### src/rtl/shift_sequencer_if.sv
// Request/result handshake bundle for the iterative shift engine.
// The engine connects through the slave modport and the requester/consumer through the master modport.
interface shift_sequencer_if #(
    parameter int WIDTH = 8,
    parameter int OFFW  = 4
);
    logic             in_valid;
    logic             in_ready;
    logic [WIDTH-1:0] in_data;
    logic [OFFW-1:0]  in_offset;
    logic [1:0]       in_op;
    logic             out_valid;
    logic             out_ready;
    logic [WIDTH-1:0] out_data;
    logic             out_carry;
    logic             out_zero;
    logic             out_neg;
    logic             busy;

    modport slave (
        input  in_valid, in_data, in_offset, in_op, out_ready,
        output in_ready, out_valid, out_data, out_carry, out_zero, out_neg, busy
    );

    modport master (
        output in_valid, in_data, in_offset, in_op, out_ready,
        input  in_ready, out_valid, out_data, out_carry, out_zero, out_neg, busy
    );
endinterface

### src/rtl/shift_sequencer.sv
// Iterative shift engine: accepts one request, shifts one bit per clock,
// then holds a registered result with carry/zero/negative flags until consumed.
module shift_sequencer #(
    parameter int WIDTH = 8,
    parameter int OFFW  = 4
) (
    input  logic             clk,
    input  logic             rst_n,
    shift_sequencer_if.slave bus
);
    localparam logic [1:0] IDLE  = 2'd0;
    localparam logic [1:0] SHIFT = 2'd1;
    localparam logic [1:0] DONE  = 2'd2;

    // Shifting more than WIDTH+1 times cannot change data or carry any further.
    localparam logic [OFFW-1:0] MAX_COUNT = OFFW'(WIDTH + 1);

    localparam logic [1:0] OP_RLS = 2'b10;
    localparam logic [1:0] OP_RAS = 2'b11;

    logic [1:0]       state;
    logic [WIDTH-1:0] data;
    logic [1:0]       op;
    logic [OFFW-1:0]  count;
    logic             carry;

    logic [WIDTH-1:0] res_data;
    logic             res_carry;
    logic             res_zero;
    logic             res_neg;

    logic [WIDTH-1:0] step_data;
    logic             step_carry;
    logic             accept;

    assign accept        = bus.in_valid && (state == IDLE);
    assign bus.in_ready  = (state == IDLE);
    assign bus.out_valid = (state == DONE);
    assign bus.busy      = (state != IDLE);
    assign bus.out_data  = res_data;
    assign bus.out_carry = res_carry;
    assign bus.out_zero  = res_zero;
    assign bus.out_neg   = res_neg;

    // Single-bit shift step selected by the latched op (LAS behaves as LLS).
    always_comb begin
        step_data  = {data[WIDTH-2:0], 1'b0};
        step_carry = data[WIDTH-1];
        if (op == OP_RLS) begin
            step_data  = {1'b0, data[WIDTH-1:1]};
            step_carry = data[0];
        end else if (op == OP_RAS) begin
            step_data  = {data[WIDTH-1], data[WIDTH-1:1]};
            step_carry = data[0];
        end
    end

    // Sequencer: latch request, step once per clock, then publish and hold the result.
    // Every request passes through SHIFT, including a zero offset, so the result
    // always appears min(offset, WIDTH+1)+1 clocks after the accepting edge.
    always_ff @(posedge clk or negedge rst_n) begin
        if (!rst_n) begin
            state     <= IDLE;
            data      <= '0;
            op        <= '0;
            count     <= '0;
            carry     <= 1'b0;
            res_data  <= '0;
            res_carry <= 1'b0;
            res_zero  <= 1'b0;
            res_neg   <= 1'b0;
        end else begin
            // NOTE: non-blocking assignments so every register samples pre-edge values.
            case (state)
                IDLE: begin
                    if (accept) begin
                        data  <= bus.in_data;
                        op    <= bus.in_op;
                        count <= (bus.in_offset > MAX_COUNT) ? MAX_COUNT : bus.in_offset;
                        carry <= 1'b0;
                        state <= SHIFT;
                    end
                end
                SHIFT: begin
                    if (count != '0) begin
                        data  <= step_data;
                        carry <= step_carry;
                        count <= count - 1'b1;
                    end else begin
                        res_data  <= data;
                        res_carry <= carry;
                        res_zero  <= (data == '0);
                        res_neg   <= data[WIDTH-1];
                        state     <= DONE;
                    end
                end
                DONE: begin
                    if (bus.out_ready) begin
                        state <= IDLE;
                    end
                end
                default: state <= IDLE;
            endcase
        end
    end
endmodule

### src/flat_wrapper.sv
// flat-port wrapper written by rule: the top's interface ports become plain ports
module shift_sequencer_flat 
#(
    parameter int WIDTH = 8,
    parameter int OFFW  = 4
)
  (clk, rst_n, bus_in_valid, bus_in_data, bus_in_offset, bus_in_op, bus_out_ready, bus_in_ready, bus_out_valid, bus_out_data, bus_out_carry, bus_out_zero, bus_out_neg, bus_busy);
  shift_sequencer_if #(.WIDTH(WIDTH), .OFFW(OFFW)) bus_i ();
  input  logic clk;
  input  logic rst_n;
  input wire logic [$bits(bus_i.in_valid)-1:0] bus_in_valid;
  input wire logic [$bits(bus_i.in_data)-1:0] bus_in_data;
  input wire logic [$bits(bus_i.in_offset)-1:0] bus_in_offset;
  input wire logic [$bits(bus_i.in_op)-1:0] bus_in_op;
  input wire logic [$bits(bus_i.out_ready)-1:0] bus_out_ready;
  output wire logic [$bits(bus_i.in_ready)-1:0] bus_in_ready;
  output wire logic [$bits(bus_i.out_valid)-1:0] bus_out_valid;
  output wire logic [$bits(bus_i.out_data)-1:0] bus_out_data;
  output wire logic [$bits(bus_i.out_carry)-1:0] bus_out_carry;
  output wire logic [$bits(bus_i.out_zero)-1:0] bus_out_zero;
  output wire logic [$bits(bus_i.out_neg)-1:0] bus_out_neg;
  output wire logic [$bits(bus_i.busy)-1:0] bus_busy;
  assign bus_i.in_valid = bus_in_valid;
  assign bus_i.in_data = bus_in_data;
  assign bus_i.in_offset = bus_in_offset;
  assign bus_i.in_op = bus_in_op;
  assign bus_i.out_ready = bus_out_ready;
  assign bus_in_ready = bus_i.in_ready;
  assign bus_out_valid = bus_i.out_valid;
  assign bus_out_data = bus_i.out_data;
  assign bus_out_carry = bus_i.out_carry;
  assign bus_out_zero = bus_i.out_zero;
  assign bus_out_neg = bus_i.out_neg;
  assign bus_busy = bus_i.busy;
  shift_sequencer #(.WIDTH(WIDTH), .OFFW(OFFW)) u_core (.clk(clk), .rst_n(rst_n), .bus(bus_i));
endmodule
### config.mk
export PLATFORM = sky130hd
export DESIGN_NAME = shift_sequencer_flat
export DESIGN_NICKNAME = d
export VERILOG_FILES = /design/src/rtl/shift_sequencer_if.sv /design/src/rtl/shift_sequencer.sv /design/src/flat_wrapper.sv
export SDC_FILE = /design/constraint.sdc
export NUM_CORES = 1
export LEC_CHECK = 0
export ABC_AREA = 1
export ABC_CLOCK_PERIOD_IN_PS = 1600
export CAP_MARGIN = 10
export CORE_ASPECT_RATIO = 1.75
export CORE_MARGIN = 2
export CORE_UTILIZATION = 49
export DETAILED_ROUTE_END_ITERATION = 8
export GPL_ROUTABILITY_DRIVEN = 0
export PLACE_DENSITY = 0.78
export SLEW_MARGIN = 40
export SYNTH_ARGS = -nofsm -noshare
export SYNTH_HDL_FRONTEND = slang
export SYNTH_SLANG_ARGS = --single-unit
### constraint.sdc
create_clock -name clk -period 1.6 [get_ports clk]
set_clock_uncertainty 0.15 [all_clocks]
set_input_delay 0.16 -clock clk [delete_from_list [all_inputs] [get_ports clk]]
set_output_delay 0.16 -clock clk [all_outputs]
set_load 0.1 [all_outputs]
Word level (Yosys, flattened, before mapping) --
Index checks and enable logic that the tools add are counted.
Operators by class: $add $sub $neg 1, order comparisons 1, eq/ne operators 9, mux-type cells 18, bitwise gates (word level) 1, reduce and logical (&&, ||, !) cells 11
Operators by type and width (number):
- $mux W8 | 4
- $pmux W8 S2 | 1
- $mux W4 | 3
- $logic_not A8 Y1 | 1
- $pmux W4 S2 | 1
- $eq A2 B2 Y1 const B | 3
- $mux W2 | 3
- $pmux W2 S3 | 1
- $reduce_and A3 Y1 | 2
- $gt A4 B4 Y1 const B | 1
- $mux W1 | 4
- $ne A2 B1 Y1 const B | 2
- $ne A2 B2 Y1 const B | 2
- $reduce_and A2 Y1 | 2
- $reduce_and A4 Y1 | 1
- $reduce_bool A2 Y1 | 2
- $reduce_bool A4 Y1 | 1
- $sub A4 B1 Y4 const B | 1
- $ne A3 B2 Y1 const B | 1
- $eq A2 B1 Y1 const B | 1
- $logic_not A2 Y1 | 1
- $pmux W1 S2 | 1
- $logic_and A1 B1 Y1 | 1
- $not A1 Y1 | 1
Storage, ports and cells: register bits 28, output and inout port bits 14, logic and storage cells 51

Longest topological paths before layout --
word-level depth 5, depth in mapped cells 8, gate-level depth less buffers 8

Least setup slack after synthesis --
No wires, ideal clock.
path type register to output, start point reg u_core.state[0], end point out bus_busy, arrival 2.039 ns, required time 1.290 ns, slack -0.749 ns, cell stages (with the launch flop) 3, buffers on the path 0, path through dfrtp_1 > nor2_2 > inv_1
On the way: longest elaborated chain between the ends 1
Ends and longest elaborated chain:
- from (decl) | line shift_sequencer.sv:21 | logic [1:0] state;
- from (signal assigned) | line shift_sequencer.sv:63 | state <= IDLE;
- from (signal assigned) | line shift_sequencer.sv:81 | state <= SHIFT;
- from (signal assigned) | line shift_sequencer.sv:94 | state <= DONE;
- $reduce_bool A2 Y1 | line shift_sequencer.sv:39 | assign bus.busy = (state != IDLE);
- to (decl) | line flat_wrapper.sv:22 | output wire logic [$bits(bus_i.busy)-1:0] bus_busy;
Every way passes these cells.

Final worst setup path --
Ends and elaborated chain as after synthesis.

==> out/qor.csv <==
metric,value,unit
pin_count,32,
synthTopCellsByArea,"dfrtp_1 (49%), nand2_1 (17%), o21ai_1 (7.2%)",
synth-edff-count,0,
yosys.area.top_type_share,0.488,
cts_tree,built,
drt-total-wl,2.98,mm
crit_type,flop to output port,
wl_met2,1.64,mm
routed-wl-met3,87,um
die-area,3280,um2
crit_path_cell_trace,nor2_4 -> buf_4 -> inv_1 -> buf_12,
crit_buf_inv,3,
synth_cells,183,
status,"complete, no violations",
layout.nets,235,
r2r_slack,0.08,ns
synth-async-reset-ratio,1.00,
synth_top_area_cell,dfrtp_1,
crit_path_end_kind,output port,
coreArea,2690,um2
cts_buffer_depth,2,
insertion_delay,0.27,ns
worst-r2r-cell-count,7,
drc,0,
ys_ff_latch,27,
detail-route-antenna-nets,0,
yosysSeqAreaShare,0.488,
clock.fmax,0.651,GHz
overflow,0,
initialDrtViolationCount,52,
finalMaxSlewViolations,0,
rr_endpoint,u_core.bus.out_data[0],
grt_max_degree,28,
track_usage,0.203,
slew_headroom,0.776,
grt_antenna_before_repair,0,
grt_pass1_vias,1225,
firstDrtPassIters,4,
synth_common_cells,"nand2_1 (64), dfrtp_1 (27), o21ai_1 (20), inv_1 (18), nand3_1 (15)",
post-route-period-util,0.960,
crit_fanout,5,
start_kind,flop,
cts_buffers,3,
drive_above_1_share,0.167,
whs,0.104,ns
cp.required,1.29,ns
critPathMaxStageDelay,0.46,ns
maxCapViolCount,0,
die_x,44.2,um
finalHoldViolCount,0,
synth_fp_nets,202,
place_area,1860,um2
min_period,1.54,ns
synth_most_common_cell,nand2_1,
area_growth,38.8,%
dp_hpwl,2.25,mm
port_buffers,31,
cts_sinks,27,
grt_pass1_wl,5.06,mm
n_antenna_cell,0,
ys_types,21,
die_y,74.3,um
hold_class,primary input to async pin,
crit_arrival,1.23,ns
final_cell_area,1920,um2
post_cts.repair.setup_buffers,0,
postSynthAreaPerCell,7.57,um2
start_util,0.515,
fin_util,0.714,
worst_slew_pin_slew,0.337,ns
vias,1274,
r2r-start,u_core.count[0],
worst_path_max_delay_cell,dfrtp_2,
final-setup-viol-count,0,
drt-met1-wl,1.21,mm
via_per_inst,5.26,
syn_area,1390,um2
yosys_most_used_dff,dfrtp_1,
crit_family,flip-flops,
htreeDepth,1,
path_clk_slew,0.09,ns
highest_layer,met4,
wl_per_cell,12.3,um
num_rows,25,
cts-root-buf,clkbuf_8,
yosysWarnings,0,
hold_buffers,0,
[per-stage QoR]
step                TNS, ns  setup WS (ns)  cells
finish                    0         0.0635    242
CTS                       0         0.0294    242
global route        -0.0499        -0.0180    242
floorplan             -2.71         -0.291    183
global placement          0          0.135    238
detailed placement        0         0.0453    238
[repair_timing]
action                                  4_1_cts  5_1_grt
resized for setup                             0        5
endpoints found under the hold margin         0        0
endpoints found under the setup margin        0       13
[cells in the final DEF (no fill, tap or decap), drive strengths merged]
master         synthesis  final
a21oi                  1      1
buf                    8     19
clkbuf                 0      3
clkdlybuf4s50          0     17
clkinv                 1      2
dfrtp                 27     27
ha                     1      1
inv                   20     20
nand2                 68     68
nand3                 15     15
nand4                  3      3
nor2                  13     13
nor3                   1      1
o21ai                 24     24
o31ai                  1      1
[per-layer routing]
layer,global-route usage,vias to the layer above
met5,0,-
met4,0.0707,0
met3,0.0170,6
met2,0.373,33
met1,0.243,594
li1,-,641
[sequential cells by signal, summed over array words and instances, names as in the netlist]
register / count
u_core.op: 2
u_core.state: 2
u_core.count: 4
u_core.carry: 1
u_core.bus.out_zero: 1
u_core.bus.out_data: 8
u_core.data: 8
u_core.bus.out_carry: 1
[logic make-up (layout without fill, tap and decap cells)]
family	count (synthesis)	after routing	synth area share
AOI/OAI and AO/OA	26	26	0.0958
DFF	27	27	0.488
adders and majority gates	1	1	0.00903
and+or+nand+nor	100	100	0.309
buffers and inverters	29	61	0.0985
[how the worst max path moves through the flow]
stage / from / end / slack, ns / depth (start not counted)
final: u_core.state[0] / bus_busy / 0.06 / 4
after global routing: u_core.count[0] / u_core.bus.out_data[4] / -0.02 / 7
after CTS: u_core.count[0] / u_core.bus.out_data[0] / 0.03 / 7
after detailed placement: u_core.count[0] / u_core.bus.out_data[0] / 0.05 / 7
after global placement: u_core.count[0] / u_core.bus.out_data[4] / 0.13 / 7
after floorplan: u_core.state[0] / bus_busy / -0.29 / 2
[area by class of cell]
| class | count | area [um2] |
|---|---|---|
| Timing Repair Buffer | 36 | 488 |
| Multi-Input combinational cell | 127 | 594 |
| Clock buffer | 3 | 41.3 |
| Clock inverter | 1 | 5.00 |
| Fill cell | 212 | 768 |
| Tap cell | 27 | 33.8 |
| Sequential cell | 27 | 678 |
| Inverter | 21 | 81.3 |
Power is left out: the tool's default activity adds up to more than one toggle a clock period on the data nets, which glitch-free logic cannot reach.
